$ cat src/rtl/bus_dev_port.sv
// bus_dev_port: device-side bus endpoint.
// TX FIFO (local writer -> arbiter via pndng/pop/D_pop) and
// RX FIFO (arbiter push/D_push -> local reader), both first-word fall-through.
// Optional destination filter on the RX path: define BUS_DEV_ADDR_CHECK_EN.
module bus_dev_port #(
  parameter int          pckg_sz = 16,
  parameter int          depth   = 8,
  parameter int          id      = 0,
  parameter logic [7:0]  bdcst   = 8'hFF
) (
  input  logic               clk,
  input  logic               reset,
  output logic               pndng,
  output logic [pckg_sz-1:0] D_pop,
  input  logic               pop,
  input  logic               push,
  input  logic [pckg_sz-1:0] D_push,
  input  logic               tx_valid,
  input  logic [pckg_sz-1:0] tx_data,
  output logic               tx_ready,
  output logic               rx_valid,
  output logic [pckg_sz-1:0] rx_data,
  input  logic               rx_ready,
  output logic               tx_err,
  output logic               rx_ovf,
  output logic [7:0]         rx_drop_cnt
);

  localparam int AW = $clog2(depth);
  localparam int CW = AW + 1;
  localparam logic [CW-1:0] FULL_CNT = CW'(depth);

  // ---------------- TX FIFO state ----------------
  logic [pckg_sz-1:0] r_tx_mem [depth];
  logic [AW-1:0]      r_tx_wptr;
  logic [AW-1:0]      r_tx_rptr;
  logic [CW-1:0]      r_tx_count;
  logic               r_tx_err;

  // ---------------- RX FIFO state ----------------
  logic [pckg_sz-1:0] r_rx_mem [depth];
  logic [AW-1:0]      r_rx_wptr;
  logic [AW-1:0]      r_rx_rptr;
  logic [CW-1:0]      r_rx_count;
  logic               r_rx_ovf;

  logic w_tx_wr;
  logic w_tx_rd;
  logic w_rx_rd;
  logic w_rx_full;
  logic w_addr_ok;
  logic w_rx_wr;
  logic w_rx_lost;

  // Status decoded purely from registered state, so no input reaches an output.
  assign pndng    = (r_tx_count != '0);
  assign tx_ready = (r_tx_count != FULL_CNT);
  assign D_pop    = pndng ? r_tx_mem[r_tx_rptr] : '0;
  assign rx_valid = (r_rx_count != '0);
  assign rx_data  = rx_valid ? r_rx_mem[r_rx_rptr] : '0;
  assign tx_err   = r_tx_err;
  assign rx_ovf   = r_rx_ovf;

  assign w_tx_wr   = tx_valid && tx_ready;
  assign w_tx_rd   = pop && pndng;
  assign w_rx_rd   = rx_valid && rx_ready;
  assign w_rx_full = (r_rx_count == FULL_CNT);

`ifdef BUS_DEV_ADDR_CHECK_EN
  logic [7:0] w_dest;
  logic [7:0] r_drop_cnt;
  assign w_dest      = D_push[pckg_sz-1 -: 8];
  assign w_addr_ok   = (w_dest == 8'(id)) || (w_dest == bdcst);
  assign rx_drop_cnt = r_drop_cnt;

  // Count filtered pushes, holding at 255 instead of wrapping.
  always_ff @(posedge clk) begin
    if (reset) begin
      r_drop_cnt <= 8'd0;
    end else if (push && !w_addr_ok && (r_drop_cnt != 8'hFF)) begin
      r_drop_cnt <= r_drop_cnt + 8'd1;
    end
  end
`else
  assign w_addr_ok   = 1'b1;
  assign rx_drop_cnt = 8'd0;
`endif

  // A same-cycle local pop frees a slot, so a push at full still lands.
  assign w_rx_wr   = push && w_addr_ok && (!w_rx_full || w_rx_rd);
  assign w_rx_lost = push && w_addr_ok && w_rx_full && !w_rx_rd;

  // TX storage write; contents need no reset because count gates visibility.
  always_ff @(posedge clk) begin
    if (!reset && w_tx_wr) begin
      r_tx_mem[r_tx_wptr] <= tx_data;
    end
  end

  // TX pointers, occupancy and the sticky empty-pop error.
  always_ff @(posedge clk) begin
    if (reset) begin
      r_tx_wptr  <= '0;
      r_tx_rptr  <= '0;
      r_tx_count <= '0;
      r_tx_err   <= 1'b0;
    end else begin
      if (w_tx_wr) begin
        r_tx_wptr <= r_tx_wptr + AW'(1);
      end
      if (w_tx_rd) begin
        r_tx_rptr <= r_tx_rptr + AW'(1);
      end
      if (w_tx_wr && !w_tx_rd) begin
        r_tx_count <= r_tx_count + CW'(1);
      end else if (!w_tx_wr && w_tx_rd) begin
        r_tx_count <= r_tx_count - CW'(1);
      end
      if (pop && !pndng) begin
        r_tx_err <= 1'b1;
      end
    end
  end

  // RX storage write.
  always_ff @(posedge clk) begin
    if (!reset && w_rx_wr) begin
      r_rx_mem[r_rx_wptr] <= D_push;
    end
  end

  // RX pointers, occupancy and the sticky overflow flag.
  always_ff @(posedge clk) begin
    if (reset) begin
      r_rx_wptr  <= '0;
      r_rx_rptr  <= '0;
      r_rx_count <= '0;
      r_rx_ovf   <= 1'b0;
    end else begin
      if (w_rx_wr) begin
        r_rx_wptr <= r_rx_wptr + AW'(1);
      end
      if (w_rx_rd) begin
        r_rx_rptr <= r_rx_rptr + AW'(1);
      end
      if (w_rx_wr && !w_rx_rd) begin
        r_rx_count <= r_rx_count + CW'(1);
      end else if (!w_rx_wr && w_rx_rd) begin
        r_rx_count <= r_rx_count - CW'(1);
      end
      if (w_rx_lost) begin
        r_rx_ovf <= 1'b1;
      end
    end
  end

endmodule

$ cat config.mk
export PLATFORM = sky130hd
export DESIGN_NAME = bus_dev_port
export DESIGN_NICKNAME = d
export VERILOG_FILES = /design/src/rtl/bus_dev_port.sv
export SDC_FILE = /design/constraint.sdc
export NUM_CORES = 1
export LEC_CHECK = 0
export ABC_AREA = 1
export ABC_CLOCK_PERIOD_IN_PS = 2700
export CORE_ASPECT_RATIO = 0.6
export CORE_MARGIN = 1.5
export CORE_UTILIZATION = 55
export CTS_BUF_LIST = sky130_fd_sc_hd__clkbuf_4
export DETAILED_ROUTE_END_ITERATION = 8
export GPL_TIMING_DRIVEN = 0
export PLACE_DENSITY = 0.77
export SLEW_MARGIN = 40
export SYNTH_ARGS = -nofsm -noshare
export SYNTH_HDL_FRONTEND = slang
export SYNTH_SLANG_ARGS = --single-unit
$ cat constraint.sdc
create_clock -name clk -period 2.7 [get_ports clk]
set_input_delay 0.405 -clock clk [delete_from_list [all_inputs] [get_ports clk]]
set_output_delay 0.405 -clock clk [all_outputs]
set_load 0.01 [all_outputs]
==> reports/summary.txt <==
Status: finished with violations
Failing checks: setup timing
Crit path buffers/inverters: 3
Clk buf depth: 3
Worst R2R End: r_tx_count[3]
Worst R2R Path Depth: 12
Sw power: 4.38 mW
Finished Core Util: 67.0%
Post-synthesis sequential area ratio: 65.5%
CP Cell Sequence: inv_4 -> buf_2 -> nand2_1 -> nand3_1 -> nand3_1 -> nand2_1 -> nor2_1 -> clkdlybuf4s50_1
Final HPWL DP: 20300 um
Final nets: 1470
Max cap viols: 0
Post-synth top flop: edfxtp_1
Max VDD drop: 0.486 mV
Port Buffers: 73
Fmax: 363 MHz
Switch share: 34.3%
Initial antenna violation count: 1
1st-pass router iterations: 5
Final worst slack: -51.5 ps
Endpoints failing hold: 0
CTS tree: built
Slew Limit Fails: 0
Via density: 5.12
#FFs+latches synth: 284
Clock power frac: 26.7%
Crit-path max cell delay: 550 ps
DR vias: 9093
# IOs: 83
Remaining global-route overflow: 0
Critical path arrival: 2350 ps
Cells after synthesis: 1257
Yosys cell types: 31
Total Power: 12.8 mW
Global-route wire length before repair: 46600 um
Final ANT Viol Nets: 0
Area share of the largest cell type after synthesis: 61.1%
Critical Path Sink Type: primary output
Post-cts hold buffer count: 0
Core area: 22200 um2
Initial Util: 56.6%
Internal: 8.40 mW
# DRC: 0
Latest clock arrival within the worst-skew pair: 700 ps
FP Rows: 42
Vias in the first global route: 8669
WL final: 30200 um
Post-Syn Area: 12600 um2
Pin count of the biggest net entering global routing: 17
Hold EP: r_tx_count[3]
Hold depth: 4
Sequential share of power: 40.4%
Number of synthesized flops with an enable pin: 256
Synth warn: 0
DRT iter0 DRCs: 945
CP max stage cell: clkdlybuf4s50_1
Clock root cell: clkbuf_4
Comb power frac: 33.0%
Clk sinks: 284
GP Congestion: 0.861
Flop2flop setup slack: 460 ps
CP startpoint kind: flop
Die W: 198 um
Most frequent cell after synthesis: nand2_1
Slew headroom: 53.5%
Clock transition at the registers of the reported paths: 70 ps
Period Utilization, post-route: 102%
Setup Crit Path Kind: reg -> out
Setup Skew: 45.7 ps
Req. time, crit path: 2300 ps
Syn avg cell area: 10.0 um2
TritonCTS buffer count: 67
Top cells by count, synth: nand2_1 (485), edfxtp_1 (256), inv_1 (155)
Total GRT Usage: 26.3%
Synth top area cells: edfxtp_1 (61%), nand2_1 (14%), inv_1 (4.6%)
Yosys top cell by area: edfxtp_1
Post-synth ARST share: 0%
Hold Path Class: in -> reg
Layout cells sized above 1: 14.8%
Worst Max-Slew Pin Slew: 693 ps
Setup violations, final: 4
Leakage power: 6.59 nW
Crit-path max FO: 10
DIE AREA: 23800 um2
Die height: 120 um
Post-route minimum period: 2750 ps
Unrepaired setup endpoints after global routing: yes
FILL cells: 1716
HP Start: reset
Drt wl/cell: 17.0 um
Pwr/cell area: 859 nW/um2
H-Tree Level Count: 3
R2R Path Start: r_tx_count[0]
CP delay by family, top: buffers and inverters
Synthesis-to-layout area growth: 18.3%
[through the flow]
stage	hold slack, ps	area [um2]	setup TNS, ps	setup slack (ps)	std cells
floorplan	458	12600	0	370	1264
detailed placement	441	13900	-15.5	-15.5	1657
global placement	436	13700	-100200	-1000	1645
CTS	69.1	14800	-841	-107	1775
global route	122	14900	-827	-185	1776
finish	115	14900	-112	-51.5	1776
[power groups by stage]
| stage | logic, mW | clock network, mW | registers [mW] |
|---|---|---|---|
| floorplan | 2.52 | 0 | 5.22 |
| global placement | 4.07 | 0 | 5.23 |
| detailed placement | 4.19 | 0 | 5.24 |
| CTS | 4.13 | 3.46 | 5.15 |
| global route | 4.62 | 3.71 | 5.18 |
| finish | 4.21 | 3.41 | 5.16 |
[worst min-delay path, stage by stage]
cell and delay (ps):
clkbuf_2 200, a21oi_1 60, nand2_1 70, inv_1 30
[routing by layer]
metal  vias to the layer above  global-route usage [%]  share of wire (%)
li1                       4385                       -                  -
met1                      4238                    40.6                 46
met2                       426                    36.0                 41
met3                        44                    7.14                 11
met4                         0                    8.11                1.4
met5                         -                       0                  0
[what timing repair did]
action | CTS | global route
resized for setup | 42 | 25
gates cloned | 1 | 0
buffers inserted | 1 | 0
endpoints found under the setup margin | 32 | 25
[cell families after synthesis]
| group | count (synthesis) | share of synthesized area (%) |
|---|---|---|
| DFF | 284 | 65.5 |
| adders and majority gates | 12 | 1.31 |
| AOI/OAI and AO/OA | 20 | 0.795 |
| other | 1 | 0.0298 |
| and+or+nand+nor | 716 | 23.2 |
| xor gates and xnor gates | 6 | 0.418 |
| buffers and inverters | 218 | 8.73 |
[layout make-up]
| class | instances | area, um2 | area share, % |
|---|---|---|---|
| antenna | 1 | 2.50 | 0.0168 |
| buffer | 61 | 596 | 4.00 |
| clock buffer | 104 | 781 | 5.25 |
| clock inverter | 12 | 53.8 | 0.361 |
| inverter | 157 | 601 | 4.03 |
| multi-input combinational | 762 | 3370 | 22.6 |
| sequential | 284 | 8250 | 55.5 |
| tap | 308 | 385 | 2.59 |
| timing repair buffer | 87 | 847 | 5.69 |
[placed cells by master, fill, tap and decap left out, drive strengths merged, types with 2 or more instances in the layout]
cell	count
a21oi	14
buf	65
clkbuf	114
clkdlybuf4s50	46
clkinv	9
clkinvlp	3
conb	8
dfxtp	28
dlygate4sd2	21
dlymetal6s2s	5
edfxtp	256
fa	2
ha	10
inv	157
nand2	487
nand3	119
nand4	2
nor2	100
nor3	4
o21ai	6
or2	3
xor2	6
[how the worst max path moves through the flow]
stage,end,start,slack (ps),cells past startpoint
6_report,rx_data[0],flop,-50,8
5_1_grt,rx_data[12],flop,-190,8
3_5_place_dp,r_rx_count[3],rx_ready,-20,13
2_1_floorplan,r_tx_mem[1][0],reset,370,4
4_1_cts,rx_data[5],flop,-110,9
3_3_place_gp,r_tx_mem[7][10],tx_valid,-1000,3
[sequential cells by signal, summed over array words and instances, names as in the netlist, 3 cells and up, named ones only]
register,count
r_tx_mem,128
r_rx_wptr,3
r_tx_wptr,3
r_rx_rptr,3
r_rx_count,4
r_rx_mem,128
r_tx_rptr,3
r_tx_count,4
Power figures use the tool's default switching activity.
